### config.mk
export PLATFORM = sky130hd
export DESIGN_NAME = sfx_arbiter
export DESIGN_NICKNAME = d
export VERILOG_FILES = /design/src/rtl/sfx_arbiter.sv
export SDC_FILE = /design/constraint.sdc
export NUM_CORES = 1
export LEC_CHECK = 0
export CORE_MARGIN = 10
export CORE_UTILIZATION = 56
export CTS_BUF_LIST = sky130_fd_sc_hd__clkbuf_4
export DETAILED_ROUTE_END_ITERATION = 7
export PLACE_DENSITY = 0.82
export SETUP_SLACK_MARGIN = 0.5
export SLEW_MARGIN = 20
export SYNTH_ARGS = -nofsm -noshare
export SYNTH_HDL_FRONTEND = slang
export SYNTH_SLANG_ARGS = --single-unit
### constraint.sdc
create_clock -name clk -period 3.13 [get_ports clk]
set_input_delay 0.626 -clock clk [delete_from_list [all_inputs] [get_ports clk]]
set_output_delay 0.626 -clock clk [all_outputs]
set_load 0.1 [all_outputs]
### src/rtl/sfx_arbiter.sv
// Sound-effect arbiter: edge-detected requests become fixed-length prioritised slots,
// with background / critical-health music filling the gaps. Single registered audio line.
module sfx_arbiter #(
  parameter int unsigned SFX_HOLD         = 25_000_000,
  parameter int unsigned HEALTH_THRESHOLD = 154
) (
  input  logic       clk,
  input  logic       rst_n,
  input  logic       enable_audio,
  input  logic [1:0] state,
  input  logic [8:0] player1_health,
  input  logic [8:0] player2_health,
  input  logic [3:0] sfx_req,
  input  logic [3:0] sfx_tone,
  input  logic       bgm_tone,
  input  logic       critical_tone,
  output logic       audio_out,
  output logic       sfx_busy,
  output logic [1:0] active_sfx,
  output logic [3:0] pending
);

  localparam int unsigned CntW = $clog2(SFX_HOLD);
  localparam logic [CntW-1:0] CntLoad = CntW'(SFX_HOLD - 1);
  localparam logic [8:0] HealthTh = 9'(HEALTH_THRESHOLD);

  typedef enum logic {StIdle, StPlay} state_e;

  state_e          r_state, w_state_d;
  logic [CntW-1:0] r_cnt, w_cnt_d;
  logic [1:0]      r_active, w_active_d;
  logic [3:0]      r_pending, w_pending_d;
  logic [3:0]      r_req_q;
  logic            r_audio, w_audio_d;

  logic       w_flush;
  logic [3:0] w_rise;
  logic [3:0] w_clear;
  logic       w_has_pending;
  logic [1:0] w_winner;
  logic       w_critical;

  assign w_flush       = ~enable_audio | (state == 2'b01) | (state == 2'b10);
  assign w_rise        = sfx_req & ~r_req_q;
  assign w_has_pending = |r_pending;
  assign w_critical    = (player1_health <= HealthTh) | (player2_health <= HealthTh);

  // Lowest set index wins; scan from the top so the last hit is the lowest.
  always_comb begin
    w_winner = 2'd0;
    for (int i = 3; i >= 0; i--) begin
      if (r_pending[i]) w_winner = 2'(i);
    end
  end

  always_comb begin
    w_state_d   = r_state;
    w_cnt_d     = r_cnt;
    w_active_d  = r_active;
    w_clear     = 4'b0000;
    w_pending_d = r_pending;
    if (w_flush) begin
      w_state_d   = StIdle;
      w_cnt_d     = '0;
      w_active_d  = 2'd0;
      w_pending_d = 4'b0000;
    end else begin
      unique case (r_state)
        StIdle: begin
          if (w_has_pending) begin
            w_state_d  = StPlay;
            w_active_d = w_winner;
            w_cnt_d    = CntLoad;
            w_clear    = 4'b0001 << w_winner;
          end
        end
        StPlay: begin
          if (w_has_pending && (w_winner < r_active)) begin
            // Preempted effect is dropped, not requeued.
            w_active_d = w_winner;
            w_cnt_d    = CntLoad;
            w_clear    = 4'b0001 << w_winner;
          end else if (r_pending[r_active]) begin
            w_cnt_d = CntLoad;
            w_clear = 4'b0001 << r_active;
          end else if (r_cnt == '0) begin
            w_state_d  = StIdle;
            w_active_d = 2'd0;
          end else begin
            w_cnt_d = r_cnt - 1'b1;
          end
        end
        default: w_state_d = StIdle;
      endcase
      // A new rise beats a clear on the same edge.
      w_pending_d = (r_pending & ~w_clear) | w_rise;
    end
  end

  always_comb begin
    w_audio_d = 1'b0;
    if (w_flush) begin
      w_audio_d = 1'b0;
    end else if (r_state == StPlay) begin
      w_audio_d = sfx_tone[r_active];
    end else begin
      w_audio_d = w_critical ? critical_tone : bgm_tone;
    end
  end

  always_ff @(posedge clk or negedge rst_n) begin
    if (!rst_n) begin
      r_state   <= StIdle;
      r_cnt     <= '0;
      r_active  <= 2'd0;
      r_pending <= 4'b0000;
      r_req_q   <= 4'b0000;
      r_audio   <= 1'b0;
    end else begin
      r_state   <= w_state_d;
      r_cnt     <= w_cnt_d;
      r_active  <= w_active_d;
      r_pending <= w_pending_d;
      r_req_q   <= sfx_req;
      r_audio   <= w_audio_d;
    end
  end

  assign audio_out  = r_audio;
  assign sfx_busy   = (r_state == StPlay);
  assign active_sfx = r_active;
  assign pending    = r_pending;

endmodule

After elaboration in Yosys (flattened, before gate mapping)
Cells that the tools add are included.
Widths: inputs -> output; s select.
- add/sub/neg operators: 1
- magnitude comparators: 4
- equal/unequal tests: 6
- shift-type cells: 2
- muxes and demuxes: 35
- bitwise operators: 10
- reductions and logical operators: 5
- operators with widths (kind ; number):
    $mux 25 ; 5
    $pmux 25 s2 ; 1
    $logic_not 25->1 ; 1
    $sub 25x1->25 const B ; 1
    $mux 4 ; 5
    $le 9x8->1 const B ; 2
    $mux 2 ; 9
    $mux 1 ; 10
    $and 4x4->4 ; 2
    $not 4->4 ; 2
    $pmux 4 s2 ; 1
    $shl 1x2->4 const A ; 2
    $ne 5x5->1 const B ; 1
    $bmux 1 s2 ; 2
    $ne 4x1->1 const B ; 1
    $ne 4x4->1 const B ; 1
    $or 4x4->4 ; 1
    $pmux 2 s2 ; 1
    $reduce_or 4->1 ; 1
    $lt 2x3->1 const B ; 1
    $ne 3x3->1 const B ; 1
    $or 1x1->1 ; 3
    $reduce_and 3->1 ; 1
    $eq 2x1->1 const B ; 1
    other kinds (6) ; 7
- flip-flop bits (word level): 37
- input bits: 33
- output and inout port bits: 8
- logic and storage cells: 69

Longest topological paths before layout
Gate-level depths: netlist (run 1).
- depth in word-level cells: 13
- mapped depth: 9

Least setup slack after synthesis (run 1)
Ideal clock, no wire load.
- kind: register to register
- start: register r_pending[0], in the netlist pending[0]
- end: register r_cnt[3]
- library setup time: 0.122 ns
- data arrival time: 2.749 ns
- path slack: 0.259 ns
- stages on the path, launching flop included: 9
- path buffers: 0
- period minus slack after synthesis: 2.871 ns
- cell sequence: dfrtp_1 -> or2_2 -> nor2_1 -> ha_1 -> a21boi_0 -> o21ai_1 -> a2111oi_4 -> nor2_2 -> o2111a_1
- word-level cells in the longest chain between the ends: 6
- elaborated cells between the ends (all ways): 13
- classes of those cells: 1 x order compare; 2 x eq/ne; 7 x mux; 3 x reduce/logical
- ends and longest elaborated chain (what ; RTL line ; RTL):
    start, declared ; 32 ; logic [3:0] r_pending, w_pending_d;
    start signal, assigned ; 123 ; r_pending <= w_pending_d;
    $bmux 1 s2 or $mux 2 (tied branches) ; 83, 52 ;
    $mux 1 (not written as such) or $lt 2x2->1 (tied branches) ; 83, 78 ;
    $mux 25 or $logic_and 1x1->1 (tied branches) ; 83, 78 ;
    $mux 25 ; 78 ; if (w_has_pending && (w_winner < r_active)) begin
    $pmux 25 s2 ; 68 ; unique case (r_state)
    $mux 25 ; 62 ; if (w_flush) begin
    end signal, assigned ; 121 ; r_cnt <= w_cnt_d;
    end, declared ; 30 ; logic [CntW-1:0] r_cnt, w_cnt_d;
Several ways; a longest one is shown, not always the timed one. The select of a mux whose other input is x is not followed.
A chain may end at the register's enable or synchronous reset.

Final worst setup path (run 1)
- start: register r_pending[0], in the netlist pending[0]
- end: register r_cnt[18]
The elaborated chain is that of the path after synthesis.

==> impl_metrics.ini, run 1 <==
[global_route]
grt_pass1_wl_um = 11700
track_usage = 0.188
first_global_vias = 2421
maximum_number_of_pins_on_one_net_before_global_route_repair = 38
global_route.overflow_total = 0
antenna_found_initial = 0

[placement]
dp.cells = 361
placed_area_mm2 = 0.00294
preCtsSetupSlack_ns = 0.507
dp_hpwl_um = 5200
port_buffers = 40
gp_congestion = 0.954

[clock_network]
tritoncts_num_sinks = 37
ctsHoldBuffers = 0
worst_skew_pair_latency_ns = 0.35
numCtsBuffers = 5
htreeDepth = 2
cts.path.max_buffers = 2
clkTransAtPathRegs_ns = 0.11
cts-root-buf = sky130_fd_sc_hd__clkbuf_4
cts_tree = done

[timing]
final_period_minus_worst_setup_slack_ns = 2.42
total_count_of_max_transition_violations_in_the_final_report = 0
max_slew.worst_pin.slew_ns = 0.854
achievable-frequency_mhz = 414
timing.slew.headroom = 0.431
setup_slack_ns = 0.713
hold_slack_ns = 0.376
clock_skew_ns = 0.00959
grt_setup_unrepaired = no
final-hold-violation-count = 0
finalCritPeriodShare = 0.772
report.final.setup_viol = 0
tns_ns = 0

[floorplanning]
initial_utilization = 0.578
dieWidth_um = 87.0
placement_rows = 24
floorplan.die_area_mm2 = 0.00757
core_area_mm2 = 0.00435
number_of_primary_i_o_pins = 41
die_h_um = 87.0

[pwr]
power.ir.vdd_worst_mv = 0.302
leakagePower_nw = 1.19
areal_power_density_over_the_cells_mw_per_mm2 = 472
total_power_mw = 1.42

[critical_path]
cp_num_buf_inv = 1
rr_endpoint = r_cnt[18]$_DFFE_PN0P_
worst-path-max-fanout = 8
worst_ep_arrival_time_ns = 2.67
cp_cell_sequence = or2_2 > nor2_1 > ha_1 > a21boi_2 > o21ai_2 > a21oi_2 > buf_4 > and4_2 > nor4_1
critPathKind = flip-flop to flip-flop
endpoint_kind = flip-flop
critical_path.top_delay_family = simple AND/OR/NAND/NOR gates
cp-start-kind = flip-flop
critPathRequiredTime_ns = 3.38
crit_slowest_cell = sky130_fd_sc_hd__dfrtp_2
reg2regPathDepth = 9
r2r_setup_slack_ns = 0.71
worstReg2RegStart = pending[0]$_DFF_PN0_
cp_slowest_stage_delay_ns = 0.47

[synthesis]
synthesis.nets = 310
post_synth_design_cell_area_mm2 = 0.00252
synthCells = 274
synth-seq-cells = 37
synthArstFlopShare = 1.00
number_of_enable_flip_flop_cells_after_synthesis = 0
dominantRegCellSynth = sky130_fd_sc_hd__dfrtp_1
synth_seq_area_share = 0.368
post_synth_num_cell_types = 70
postSynthAreaPerCell_um2 = 9.18
synth-warning-count = 0

[finish]
layout.cell_area.non_filler_mm2 = 0.00301
fin_nets = 353
areaGrowthSynthToFinish_pct = 19.6
filler_cell_count = 359
finish.cell_count_without_fillers = 369
antenna_cells = 0
utilization = 0.691
regArea_um2 = 933
multi_input_logic_area_mm2 = 0.00150
most-common-layout-cells = 31 x sky130_fd_sc_hd__dfrtp_1, 31 x sky130_fd_sc_hd__clkdlybuf4s50_1, 23 x sky130_fd_sc_hd__a21oi_1, 20 x sky130_fd_sc_hd__nor2_1, 14 x sky130_fd_sc_hd__nand2_1
drive_above_1_share = 0.183

[run_status]
outcome = finished, final reports clean

[route]
vias_per_cell = 6.73
routed_wirelength_um = 7050
post_drt_wl_per_cell_um = 19.1
final_antenna_net_count = 0
vias = 2483
remaining_drc_errors = 0
detail_route.iter0.violations = 192
drt_first_pass_iters = 6

[job]
cap_violations = 0

[min_path]
hold_path_class = primary input to async pin
## cell families (layout without fill, tap and decap cells)
family | Yosys count | count (layout) | synth area share
AOI/OAI and AO/OA | 89 | 89 | 0.251
adders and majority gates | 3 | 3 | 0.0149
buffers and inverters | 21 | 64 | 0.0393
muxes | 4 | 4 | 0.0259
xor gates and xnor gates | 1 | 1 | 0.00348
and+or+nand+nor | 119 | 119 | 0.297
DFF | 37 | 37 | 0.368
## area by class of cell
type,instances,share of cell area
Clock buffer,6,0.0150
Clock inverter,1,0.00125
Inverter,12,0.0150
Multi-Input combinational cell,216,0.500
Sequential cell,37,0.310
Tap cell,52,0.0216
Timing Repair Buffer,45,0.137
## how the worst max path moves through the flow
stage	from	endpoint	slack (ns)	depth (start not counted)
floorplan	pending[0]$_DFF_PN0_	r_cnt[3]$_DFFE_PN0P_	0.58	8
global placement	pending[0]$_DFF_PN0_	r_cnt[9]$_DFFE_PN0P_	0.65	8
detailed placement	pending[0]$_DFF_PN0_	r_cnt[9]$_DFFE_PN0P_	0.51	8
CTS	pending[0]$_DFF_PN0_	r_cnt[9]$_DFFE_PN0P_	0.54	9
global route	pending[0]$_DFF_PN0_	r_cnt[18]$_DFFE_PN0P_	0.56	9
finish	pending[0]$_DFF_PN0_	r_cnt[18]$_DFFE_PN0P_	0.71	9
## flip-flops by register name (all words and copies together), names as in the netlist
name / count
active_sfx: 2
audio_out: 1
pending: 4
r_cnt: 25
r_req_q: 4
sfx_busy: 1
## layer usage
layer	part of all wire	GRT usage	vias up
li1	-	-	1150
met1	0.41	0.236	1211
met2	0.51	0.314	112
met3	0.072	0.0431	10
met4	0.014	0.0515	0
met5	0	0	-
## cells in the mapped netlist (all sizes together), types with 5 or more instances
master	number	area [µm²]
nor4	14	128
nor3	11	60.1
a31oi	5	31.3
inv	12	45.0
nand4	6	43.8
nand2	15	63.8
dfrtp	37	926
nand3	12	65.1
o21ai	16	83.8
nand2b	8	57.6
nor2	21	81.3
o211ai	6	45.0
and3	7	43.8
o21a	5	37.5
a21oi	25	133
clkbuf	5	18.8
## power breakdown
group	switching, mW	internal (mW)	total (mW)
Clock	0.154	0.0902	0.244
Combinational	0.389	0.232	0.621
Sequential	0.0455	0.509	0.554
## timing repair
action / CTS / global route
setup buffers: 1 / 0
pin swaps: 1 / 0
endpoints found under the setup margin: 4 / 26
gates cloned: 0 / 0
gates resized for setup: 0 / 4
No activity file was read; power rests on OpenSTA's default activity.
==> run 2: changes to the inputs <==
Settings changed: CORE_UTILIZATION 56 to 50, PLACE_DENSITY 0.82 to 0.77.
Clock period 3.13 ns to 2.05 ns, I/O delays scaled along.
==> impl_metrics.ini, run 2 (synthesis gave the netlist of run 1 again) <==
[finish]
most-common-layout-cells = 60 x sky130_fd_sc_hd__buf_4, 31 x sky130_fd_sc_hd__clkdlybuf4s50_1, 30 x sky130_fd_sc_hd__dfrtp_1, 18 x sky130_fd_sc_hd__buf_6, 16 x sky130_fd_sc_hd__nor2_1
largest_register = r_cnt
fin_nets = 427
largest_register_ffs = 25
antenna_cells = 0
finish.cell_count_without_fillers = 459
utilization = 0.848
mostFrequentLayoutCell = sky130_fd_sc_hd__buf_4
drive_above_1_share = 0.423
areaGrowthSynthToFinish_pct = 61.4

[global_route]
global_route.overflow_total = 0
grt_pass1_wl_um = 14300
maximum_number_of_pins_on_one_net_before_global_route_repair = 23
track_usage = 0.204
antenna_found_initial = 0
first_global_vias = 2790

[critical_path]
worst_ep_arrival_time_ns = 2.67
critical_path.top_delay_family = compound AO/OA/AOI/OAI gates
cp_num_buf_inv = 1
critPathRequiredTime_ns = 2.30
endpoint_kind = flip-flop
cp_slowest_stage_delay_ns = 0.50
critPathKind = flip-flop to flip-flop
worst-path-max-fanout = 5
crit_slowest_cell = sky130_fd_sc_hd__a2111oi_4
cp_cell_sequence = or2_4 > nor2_4 > ha_4 > a21boi_4 > o21ai_4 > a2111oi_4 > buf_4 > nor2_4 > o2111a_1
critical-path-top-cell-by-count = sky130_fd_sc_hd__nor2_4
cp-start-kind = flip-flop

[floorplanning]
dieWidth_um = 90.9
floorplan.die_area_mm2 = 0.00827
initial_utilization = 0.526
number_of_primary_i_o_pins = 41
die_h_um = 90.9
placement_rows = 25
core_area_mm2 = 0.00479

[route]
vias_per_cell = 6.73
routed_wirelength_um = 10400
vias = 3089
met3RoutedLength_um = 909
remaining_drc_errors = 0
drt_first_pass_iters = 5
final_antenna_net_count = 0
route.top_layer_used = met4
detail_route.iter0.violations = 459
post_drt_wl_per_cell_um = 22.7
drt-met1-wl_um = 3860
routed-wl-met2_um = 5160

[timing]
achievable-frequency_mhz = 413
clock_skew_ns = 0.0249
total_count_of_max_transition_violations_in_the_final_report = 0
grt_setup_unrepaired = yes
max_slew.worst_pin.slew_ns = 0.517
setup_slack_ns = -0.370
final_period_minus_worst_setup_slack_ns = 2.42
timing.slew.headroom = 0.654
final-hold-violation-count = 0
report.final.setup_viol = 32
finalCritPeriodShare = 1.18

[pwr]
power.ir.vdd_worst_mv = 0.576
areal_power_density_over_the_cells_mw_per_mm2 = 712
leakagePower_nw = 1.66
total_power_mw = 2.89

[placement]
dp_hpwl_um = 5930
dp.cells = 427
gp_congestion = 0.940
port_buffers = 40

[run_status]
violations = negative setup slack
outcome = finished with violations

[clock_network]
clkTransAtPathRegs_ns = 0.15
cts.path.max_buffers = 2
tritoncts_num_sinks = 37
cts_tree = done
numCtsBuffers = 5
cts-root-buf = sky130_fd_sc_hd__clkbuf_4
worst_skew_pair_latency_ns = 0.37
htreeDepth = 2

[min_path]
hold_path_class = primary input to async pin

[job]
cap_violations = 0
[run 2: cell types whose count changed in the layout (fill, tap and decap cells not counted), moves of 6 or more]
cell / before / now
sky130_fd_sc_hd__buf_4: 13 / 60
sky130_fd_sc_hd__buf_6: 0 / 18
sky130_fd_sc_hd__a21oi_1: 23 / 15
sky130_fd_sc_hd__a21oi_2: 2 / 9
sky130_fd_sc_hd__buf_12: 0 / 7
sky130_fd_sc_hd__o21ai_0: 13 / 7
[run 2: what timing repair did]
item / CTS / global route
pin swaps: 18 / 17
endpoints found under the setup margin: 38 / 39
buffers inserted: 13 / 10
hold endpoints to repair: 15 / 0
resized for setup: 52 / 29
hold buffers: 1 / 0
[run 2: layer usage]
layer  up-vias  track usage
li1       1308            -
met1      1454        0.252
met2       268        0.353
met3        59       0.0321
met4         0       0.0705
met5         -            0
[run 2: metrics by stage]
stage	setup WS (ns)	cell area (µm²)	setup TNS, ns	hold WS, ns
floorplan	-0.300	2590	-4.87	0.114
global placement	-0.125	3430	-1.71	0.335
detailed placement	-0.238	3430	-3.32	0.339
CTS	-0.168	3830	-2.41	0.500
global route	-0.411	4060	-9.37	0.511
finish	-0.370	4060	-7.69	0.474
[run 2: report_power, final]
| group | internal (mW) | switching, mW |
|---|---|---|
| logic | 0.676 | 0.846 |
| registers | 0.778 | 0.0526 |
| clock network | 0.252 | 0.287 |
[run 2: path summary, 6_finish.rpt]
check	startpoint	slack, ns	end	depth (start not counted)
worst max-delay path	pending[1]$_DFF_PN0_	-0.37	r_cnt[3]$_DFFE_PN0P_	9
worst min register to register	r_req_q[3]$_DFF_PN0_	0.51	pending[3]$_DFF_PN0_	2
max in group asynchronous	rst_n	0.91	r_cnt[3]$_DFFE_PN0P_	3
min in group clk	r_req_q[3]$_DFF_PN0_	0.51	pending[3]$_DFF_PN0_	2
worst min-delay path	rst_n	0.47	r_cnt[19]$_DFFE_PN0P_	2
worst max register to register	pending[1]$_DFF_PN0_	-0.37	r_cnt[3]$_DFFE_PN0P_	9
[run 2: area by class of cell]
| class | count | area, µm² |
|---|---|---|
| flip-flops and latches | 37 | 945 |
| repair buffers | 119 | 1130 |
| inverters | 12 | 45.0 |
| fillers | 236 | 726 |
| clock inverters | 3 | 41.3 |
| multi-input cells | 216 | 1770 |
| well taps | 67 | 83.8 |
| clock buffers | 5 | 37.5 |
